File: config.mk
export PLATFORM = sky130hd
export DESIGN_NAME = feedback_scorer_flat
export DESIGN_NICKNAME = d
export VERILOG_FILES = /design/src/rtl/feedback_scorer_if.sv /design/src/rtl/feedback_scorer.sv /design/src/flat_wrapper.sv
export SDC_FILE = /design/constraint.sdc
export NUM_CORES = 1
export LEC_CHECK = 0
export CAP_MARGIN = 0
export CORE_MARGIN = 1
export CORE_UTILIZATION = 36
export CTS_CLUSTER_SIZE = 20
export DETAILED_ROUTE_END_ITERATION = 8
export PLACE_DENSITY = 0.66
export SLEW_MARGIN = 40
export SYNTH_ARGS = -nofsm -noshare
export SYNTH_HDL_FRONTEND = slang
export SYNTH_SLANG_ARGS = --single-unit
File: constraint.sdc
create_clock -name clk -period 2.9 [get_ports clk]
set_input_delay 0.435 -clock clk [delete_from_list [all_inputs] [get_ports clk]]
set_output_delay 0.435 -clock clk [all_outputs]
set_load 0.02 [all_outputs]
File: src/rtl/feedback_scorer_if.sv
// Operand/result bundle between the guess-history stage and the peg scorer.
// Latency: none, wiring only.
// Backpressure: none; start is simply ignored while the scorer is busy or the game is over.
interface feedback_scorer_if #(
    parameter int COLOR_W = 3
);
    logic               start;
    logic [COLOR_W-1:0] guess3, guess2, guess1, guess0;
    logic [COLOR_W-1:0] secret3, secret2, secret1, secret0;
    logic               last_turn;
    logic [2:0]         exact;
    logic [2:0]         partial;
    logic               busy;
    logic               done;
    logic               win;
    logic               game_over;

    // Requester side: drives the operands, watches the score.
    modport master (
        output start, guess3, guess2, guess1, guess0,
        output secret3, secret2, secret1, secret0, last_turn,
        input  exact, partial, busy, done, win, game_over
    );

    // Scorer side.
    modport slave (
        input  start, guess3, guess2, guess1, guess0,
        input  secret3, secret2, secret1, secret0, last_turn,
        output exact, partial, busy, done, win, game_over
    );
endinterface

File: src/rtl/feedback_scorer.sv
// Mastermind-style scorer: counts exact and colour-only peg matches of a latched guess vs secret.
// Latency: done pulses in the cycle after the 9th rising edge following the accepting edge.
// Backpressure: start is accepted only in IDLE with game_over low; otherwise it is dropped.
module feedback_scorer #(
    parameter int CODE_LEN = 4,
    parameter int COLOR_W  = 3
) (
    input  logic          clk,
    input  logic          reset,
    feedback_scorer_if.slave bus
);
    typedef enum logic [1:0] {
        S_IDLE    = 2'd0,
        S_EXACT   = 2'd1,
        S_PARTIAL = 2'd2,
        S_REPORT  = 2'd3
    } state_t;

    state_t               state, state_nxt;
    logic [1:0]           idx;
    logic [COLOR_W-1:0]   g_q [CODE_LEN];
    logic [COLOR_W-1:0]   s_q [CODE_LEN];
    logic [CODE_LEN-1:0]  g_used, s_used;
    logic [2:0]           ex_cnt, pa_cnt;
    logic                 last_q;
    logic [2:0]           exact_q, partial_q;
    logic                 done_q, win_q, over_q;

    logic                 accept;
    logic                 ex_hit;
    logic                 pm_hit;
    logic [1:0]           pm_pos;

    assign accept = (state == S_IDLE) && bus.start && !over_q;
    assign ex_hit = (g_q[idx] == s_q[idx]);

    // Lowest-numbered uncredited secret peg whose colour matches the current guess peg.
    always_comb begin
        pm_hit = 1'b0;
        pm_pos = 2'd0;
        for (int j = CODE_LEN - 1; j >= 0; j--) begin
            if (!s_used[j] && (s_q[j] == g_q[idx])) begin
                pm_hit = 1'b1;
                pm_pos = 2'(j);
            end
        end
    end

    // State register.
    always_ff @(posedge clk or negedge reset) begin
        if (!reset) begin
            state <= S_IDLE;
        end else begin
            state <= state_nxt;
        end
    end

    // Next-state: two four-cycle sweeps, then one report cycle.
    always_comb begin
        state_nxt = state;
        case (state)
            S_IDLE:    if (accept) state_nxt = S_EXACT;
            S_EXACT:   if (idx == 2'(CODE_LEN - 1)) state_nxt = S_PARTIAL;
            S_PARTIAL: if (idx == 2'(CODE_LEN - 1)) state_nxt = S_REPORT;
            S_REPORT:  state_nxt = S_IDLE;
            default:   state_nxt = S_IDLE;
        endcase
    end

    // Operand latch, match flags, counters and registered results.
    always_ff @(posedge clk or negedge reset) begin
        if (!reset) begin
            idx       <= 2'd0;
            g_used    <= '0;
            s_used    <= '0;
            ex_cnt    <= 3'd0;
            pa_cnt    <= 3'd0;
            last_q    <= 1'b0;
            exact_q   <= 3'd0;
            partial_q <= 3'd0;
            done_q    <= 1'b0;
            win_q     <= 1'b0;
            over_q    <= 1'b0;
            for (int i = 0; i < CODE_LEN; i++) begin
                g_q[i] <= '0;
                s_q[i] <= '0;
            end
        end else begin
            done_q <= 1'b0;
            case (state)
                S_IDLE: begin
                    if (accept) begin
                        g_q[0] <= bus.guess0;
                        g_q[1] <= bus.guess1;
                        g_q[2] <= bus.guess2;
                        g_q[3] <= bus.guess3;
                        s_q[0] <= bus.secret0;
                        s_q[1] <= bus.secret1;
                        s_q[2] <= bus.secret2;
                        s_q[3] <= bus.secret3;
                        last_q <= bus.last_turn;
                        g_used <= '0;
                        s_used <= '0;
                        ex_cnt <= 3'd0;
                        pa_cnt <= 3'd0;
                        idx    <= 2'd0;
                    end
                end
                S_EXACT: begin
                    if (ex_hit) begin
                        g_used[idx] <= 1'b1;
                        s_used[idx] <= 1'b1;
                        ex_cnt      <= ex_cnt + 3'd1;
                    end
                    idx <= idx + 2'd1;
                end
                S_PARTIAL: begin
                    if (!g_used[idx] && pm_hit) begin
                        s_used[pm_pos] <= 1'b1;
                        pa_cnt         <= pa_cnt + 3'd1;
                    end
                    idx <= idx + 2'd1;
                end
                S_REPORT: begin
                    exact_q   <= ex_cnt;
                    partial_q <= pa_cnt;
                    done_q    <= 1'b1;
                    win_q     <= (ex_cnt == 3'd4);
                    if ((ex_cnt == 3'd4) || last_q) begin
                        over_q <= 1'b1;
                    end
                end
                default: ;
            endcase
        end
    end

    assign bus.exact     = exact_q;
    assign bus.partial   = partial_q;
    assign bus.busy      = (state != S_IDLE);
    assign bus.done      = done_q;
    assign bus.win       = win_q;
    assign bus.game_over = over_q;
endmodule

File: src/flat_wrapper.sv
// flat-port wrapper written by rule: the top's interface ports become plain ports
module feedback_scorer_flat 
#(
    parameter int CODE_LEN = 4,
    parameter int COLOR_W  = 3
)
  (clk, reset, bus_start, bus_guess3, bus_guess2, bus_guess1, bus_guess0, bus_secret3, bus_secret2, bus_secret1, bus_secret0, bus_last_turn, bus_exact, bus_partial, bus_busy, bus_done, bus_win, bus_game_over);
  feedback_scorer_if #(.COLOR_W(COLOR_W)) bus_i ();
  input  logic clk;
  input  logic reset;
  input wire logic [$bits(bus_i.start)-1:0] bus_start;
  input wire logic [$bits(bus_i.guess3)-1:0] bus_guess3;
  input wire logic [$bits(bus_i.guess2)-1:0] bus_guess2;
  input wire logic [$bits(bus_i.guess1)-1:0] bus_guess1;
  input wire logic [$bits(bus_i.guess0)-1:0] bus_guess0;
  input wire logic [$bits(bus_i.secret3)-1:0] bus_secret3;
  input wire logic [$bits(bus_i.secret2)-1:0] bus_secret2;
  input wire logic [$bits(bus_i.secret1)-1:0] bus_secret1;
  input wire logic [$bits(bus_i.secret0)-1:0] bus_secret0;
  input wire logic [$bits(bus_i.last_turn)-1:0] bus_last_turn;
  output wire logic [$bits(bus_i.exact)-1:0] bus_exact;
  output wire logic [$bits(bus_i.partial)-1:0] bus_partial;
  output wire logic [$bits(bus_i.busy)-1:0] bus_busy;
  output wire logic [$bits(bus_i.done)-1:0] bus_done;
  output wire logic [$bits(bus_i.win)-1:0] bus_win;
  output wire logic [$bits(bus_i.game_over)-1:0] bus_game_over;
  assign bus_i.start = bus_start;
  assign bus_i.guess3 = bus_guess3;
  assign bus_i.guess2 = bus_guess2;
  assign bus_i.guess1 = bus_guess1;
  assign bus_i.guess0 = bus_guess0;
  assign bus_i.secret3 = bus_secret3;
  assign bus_i.secret2 = bus_secret2;
  assign bus_i.secret1 = bus_secret1;
  assign bus_i.secret0 = bus_secret0;
  assign bus_i.last_turn = bus_last_turn;
  assign bus_exact = bus_i.exact;
  assign bus_partial = bus_i.partial;
  assign bus_busy = bus_i.busy;
  assign bus_done = bus_i.done;
  assign bus_win = bus_i.win;
  assign bus_game_over = bus_i.game_over;
  feedback_scorer #(.CODE_LEN(CODE_LEN), .COLOR_W(COLOR_W)) u_core (.clk(clk), .reset(reset), .bus(bus_i));
endmodule
Word level (Yosys, flattened, before mapping)
Index checks and enable logic that the tools add are counted.

Input bits: 28. Register bits after elaboration: 52. Word-level logic and storage cells: 115. Output and inout port bits: 10.

$lt $le $gt $ge: 5. Reductions and logical operators: 30. $add $sub $neg: 3. Eq/ne operators: 15. Muxes and demuxes: 38. Bitwise logic cells: 4.

Operators by type and width (number): $mux 3 (7); $mux 2 (8); $mux 4 (4); $eq 3x3->1 (5); $bmux 3 s2 (2); $or 4x4->4 (3); $pmux 3 s2 (2); $pmux 4 s3 (1); $ne 2x1->1 const B (5); $logic_and 1x1->1 (9); $reduce_and 3->1 (3); $mux 1 (8); $pmux 2 s4 (1); $pmux 4 s2 (1); $reduce_bool 2->1 (4); $add 3x1->3 const B (2); $eq 2x2->1 const B (3); $logic_not 1->1 (6); $lt 2x3->1 const B (2); $reduce_and 2->1 (3); $demux 1 s2 (2); $ge 2x1->1 const B (2); $pmux 2 s2 (1); $reduce_and 4->1 (1); other kinds (10) (10).

Logic depth before layout (Yosys ltp)
Depth in word-level cells: 17. Mapped depth: 10. Depth with buffers taken out: 8.

Least setup slack after synthesis
Ideal clock, no wire load.

Kind: register to register. Start point: register u_core.idx[1]. End point: register u_core.s_used[0]. Library setup time: 123 ps. Cell stages (with the launch flop): 9. Path slack: 377 ps. Data arrival time: 2400 ps. Period minus slack after synthesis: 2523 ps. Path buffers: 2. Required time: 2777 ps. Cell sequence: dfrtp_1 -> clkbuf_1 -> mux4_1 -> xnor2_1 -> a41o_1 -> buf_2 -> or3b_2 -> a21oi_2 -> nor2_1.

Cells in the longest elaborated chain, start to end: 17. Elaborated cells on any way between the ends: 46. Those cells by class: order compare: 4; eq/ne: 7; mux: 23; bitwise: 3; reduce/logical: 9.

RTL lines: start: declaration (RTL line feedback_scorer.sv:20) `logic [1:0] idx;`; start signal: assignment (RTL line feedback_scorer.sv:115) `idx <= idx + 2'd1;`; start signal: assignment (RTL line feedback_scorer.sv:122) `idx <= idx + 2'd1;`; $not 2->3 (implied by the code) (RTL line feedback_scorer.sv:35, feedback_scorer.sv:42); $bmux 3 s2 (RTL line feedback_scorer.sv:35, feedback_scorer.sv:42); $mux 3 (implied by the code) (2 in series) (RTL line feedback_scorer.sv:35, feedback_scorer.sv:42); $eq 3x3->1 (RTL line feedback_scorer.sv:42) `if (!s_used[j] && (s_q[j] == g_q[idx])) begin`; $logic_and 1x1->1 (RTL line feedback_scorer.sv:42); $mux 2 (4 in series) (RTL line feedback_scorer.sv:42); $lt 2x3->1 (implied by the code) / $ge 2x1->1 (equally long branches) (RTL line feedback_scorer.sv:119) `s_used[pm_pos] <= 1'b1;`; $logic_and 1x1->1 (implied by the code) (RTL line feedback_scorer.sv:119); $mux 1 (implied by the code) (RTL line feedback_scorer.sv:119); $demux 1 s2; $or 4x4->4 (no source line); $mux 4 (RTL line feedback_scorer.sv:118) `if (!g_used[idx] && pm_hit) begin`; $pmux 4 s3 (RTL line feedback_scorer.sv:90) `case (state)`; end signal: assignment (RTL line feedback_scorer.sv:103) `s_used <= '0;`; end signal: indexed assignment (RTL line feedback_scorer.sv:112) `s_used[idx] <= 1'b1;`; end signal: indexed assignment (RTL line feedback_scorer.sv:119); end: declaration (RTL line feedback_scorer.sv:23) `logic [CODE_LEN-1:0] g_used, s_used;`.

Several ways; a longest one is shown, not always the timed one. The select of a mux whose other input is x is not followed. A chain may end at the register's enable or synchronous reset.

Worst setup path after layout
Start point: register u_core.idx[0]. End point: register u_core.pa_cnt[0].

Cells in the longest elaborated chain, start to end: 13. Elaborated cells on any way between the ends: 22. Those cells by class: eq/ne: 5; mux: 9; bitwise: 1; reduce/logical: 7.

RTL lines: $not 2->3 (implied by the code) (RTL line feedback_scorer.sv:42); $bmux 3 s2 (RTL line feedback_scorer.sv:42); $mux 3 (implied by the code) (2 in series) (RTL line feedback_scorer.sv:42); $eq 3x3->1 (RTL line feedback_scorer.sv:42); $logic_and 1x1->1 (RTL line feedback_scorer.sv:42); $mux 1 (4 in series) (RTL line feedback_scorer.sv:42); $logic_and 1x1->1 * (RTL line feedback_scorer.sv:118); $ne 2x1->1 (no source line) *; $reduce_and 3->1 (no source line) *; end signal: assignment (RTL line feedback_scorer.sv:120) `pa_cnt <= pa_cnt + 3'd1;`; end: declaration (RTL line feedback_scorer.sv:24) `logic [2:0] ex_cnt, pa_cnt;`.

Every way passes the cells marked *; elsewhere a longest branch is shown, timed or not. The select of a mux whose other input is x is not followed.

==> flow_summary.ini <==
[cts]
cts-resized-gates = 0
htree_levels = 2
clock-sinks = 52
cts_buffers = 5
clk_pin_slew_ps = 100
cts_tree = yes
clk-insertion-delay-late_ps = 310
root_buffer = clkbuf_8
clock_path_buffers = 2
hold_buffers = 0
postCtsSetupBuffers = 0

[floorplan]
start_util_pct = 37.3
ios = 38
row_count = 31
fp.coreArea_um2 = 7250
die_h_um = 88.7
die_x_um = 88.7
die_area_um2 = 7860

[power]
pwr-share-clk_pct = 10.8
p_total_mw = 3.93
ir_drop_mv = 0.424
power_leakage_nw = 1.40
p_sw_mw = 1.59
p_int_mw = 2.34
power_density_nw_per_um2 = 1200
power_frac_comb_pct = 55.6
power_frac_seq_pct = 33.5
p_sw_share_pct = 40.5

[setup_path]
r2r_cells = 6
worst_setup_path_start_kind = flip-flop
cp.required_ps = 3100
arrival_ps = 2770
crit_type = reg2reg
cp_max_fo = 6
r2r_slack_ps = 330
reg2reg_from = u_core.idx[0]
r2r_end = u_core.pa_cnt[0]
cp-end-kind = flip-flop

[detailed_routing]
drt_drc_violations_left = 0
drt-vias-per-instance = 5.05
drt_wl_total_mm = 4.98
dr_total_vias = 1798
drt-pass1-iter-count = 4
drt-initial-drc-count = 92
ant_nets = 0
avgRoutedWirePerCell_um = 14.0

[global_route]
grt_max_degree = 33
grt_pass1_wl_mm = 8.51
gr-total-overflow = 0
grt_pass1_vias = 1707
grt_usage_pct = 14.2
grt_antenna_before_repair = 0

[logic_synthesis]
yosys.area.top_type_share_pct = 48.1
synth_ff_type = dfrtp_1
synth-seq-cells = 52
syn-cell-area_um2 = 2700
synthArstFlopShare_pct = 100
synth_edf_count = 0
synth.net_count = 256
synth_area_leaders = dfrtp_1 (48%), mux2_2 (13%), ha_1 (5.1%)
synth_top_cell_by_area = dfrtp_1
yosysUniqueCellTypes = 43
synth.avg_cell_area_um2 = 12.5
postSynthCellCount = 217
yosysSeqAreaShare_pct = 48.1
yosysWarnings = 0

[timing]
hold_violations = 0
fin_setup_tns_ps = 0
slew-limit-headroom_pct = 62.9
rsz0062_at_grt = false
clock_skew_ps = 11.5
hold_slack_ps = 97.3
final.setup.worst_slack_ps = 334
worst_pin_slew_ps = 556
finalCritPeriodShare_pct = 88.5
setup_viol = 0
fin_crit_ps = 2570
fmax_mhz = 390
slew_viol_final = 0

[cells_and_area]
area_growth_pct = 21.1
multiInputGateArea_um2 = 1320
fin_area_um2 = 3270
ff_latch_area_um2 = 1300
fillers = 689
n_antenna_cell = 0
drive_gt1_share_pct = 21.0
finalNetCount = 295

[run_status]
status = complete, no violations

[job]
cap_violations = 0

[place]
postPlaceCellArea_um2 = 3180
place_worst_setup_slack_ps = 342
gp_congestion = 0.922
hpwlAfterDp_mm = 3.70
place.port_buffers = 37

[worst_hold_path]
hold_class = in2async
==> worst max path at each step <==
stage,start,end,slack [ps],depth (start not counted)
global route,u_core.idx[0],u_core.pa_cnt[0],190,6
CTS,u_core.idx[0],u_core.pa_cnt[0],310,6
finish,u_core.idx[0],u_core.pa_cnt[0],330,6
floorplan,u_core.idx[1],u_core.s_used[0],380,8
detailed placement,u_core.idx[0],u_core.pa_cnt[0],340,6
global placement,u_core.idx[0],u_core.pa_cnt[0],360,6
==> cells in the mapped netlist (all sizes together) (2+ instances only) <==
master	n
a32o	2
clkbuf	7
o211ai	2
nor2b	2
a41o	2
or4	2
xnor2	9
ha	11
nand4b	4
inv	10
dfrtp	52
nand2	11
and4b	2
mux2i	2
nor2	9
xor2	6
buf	3
a21o	2
a21oi	15
nand2b	3
mux4	7
o21ai	6
mux2	31
nand3	3
==> layout by cell type, fill, tap and decap left out, types with 2 or more instances in the layout <==
master	Yosys	routed
clkdlybuf4s50_1	0	36
mux2_2	31	31
nand4b_1	4	4
o211ai_1	2	2
nand2_1	11	11
nor2b_1	2	2
buf_4	0	5
a41o_1	2	2
nand3_1	3	3
a21oi_1	14	14
inv_1	10	10
dfrtp_1	52	52
mux4_2	3	3
nor2_1	9	9
mux2i_1	2	2
nand2b_1	3	3
xor2_1	6	6
clkbuf_8	0	5
xnor2_1	9	9
or4_4	2	2
mux4_1	4	4
a21o_1	2	2
and4b_1	2	2
o21ai_0	5	5
ha_1	11	11
a32o_1	2	2
==> cell type report <==
cell class / count / share of cell area, %
clock buffers: 5 / 2.10
clock inverters: 3 / 0.650
inverters: 10 / 1.15
multi-input cells: 145 / 40.3
flip-flops and latches: 52 / 39.7
well taps: 99 / 3.78
repair buffers: 42 / 12.3
==> cell families (layout without fill, tap and decap cells) <==
group / after synthesis / in the layout / share of synthesized area [%]
multiplexers: 40 / 40 / 20.0
XOR/XNOR: 15 / 15 / 4.86
flip-flops: 52 / 52 / 48.1
AO/OA/AOI/OAI: 39 / 39 / 10.3
adder cells (fa/ha/maj): 11 / 11 / 5.09
buffers and inverters: 20 / 60 / 3.10
AND/OR/NAND/NOR: 40 / 40 / 8.51
==> metal layers <==
| metal | share of wire, % | track usage (%) | vias to the layer above |
|---|---|---|---|
| met5 | 0 | 0 | - |
| met4 | 1.8 | 4.40 | 0 |
| met3 | 3.6 | 3.26 | 8 |
| met2 | 45 | 21.9 | 42 |
| met1 | 49 | 19.9 | 887 |
| li1 | - | - | 861 |
==> critical path, cell delays in order (launching register included) <==
cell     delay, ps
dfrtp_1        500
mux4_2         630
xor2_1         180
or4_4          540
a41oi_2        310
mux2i_1        230
o21ai_1         70
==> per-stage QoR <==
stage / std cells / util, %
3_5_place_dp: 348 / 43.9
5_1_grt: 356 / 45.1
6_report: 356 / 45.1
3_3_place_gp: 348 / 43.9
4_1_cts: 356 / 45.1
2_1_floorplan: 217 / -
==> registers in the layout, indices dropped and copies added (netlist names) <==
signal                count
u_core.g_q               12
u_core.s_q               12
u_core.g_used             4
u_core.s_used             4
u_core.bus.exact          3
u_core.bus.partial        3
u_core.ex_cnt             3
u_core.pa_cnt             3
u_core.idx                2
u_core.state              2
u_core.bus.done           1
u_core.bus.game_over      1
u_core.bus.win            1
u_core.last_q             1
==> power by group through the flow <==
stage	clock network (mW)	logic, mW	registers [mW]
floorplan	0	1.68	1.29
global placement	0	2.15	1.33
detailed placement	0	2.18	1.34
CTS	0.434	2.19	1.32
global route	0.466	2.39	1.37
finish	0.424	2.18	1.32
No activity file was read; power rests on OpenSTA's default activity.
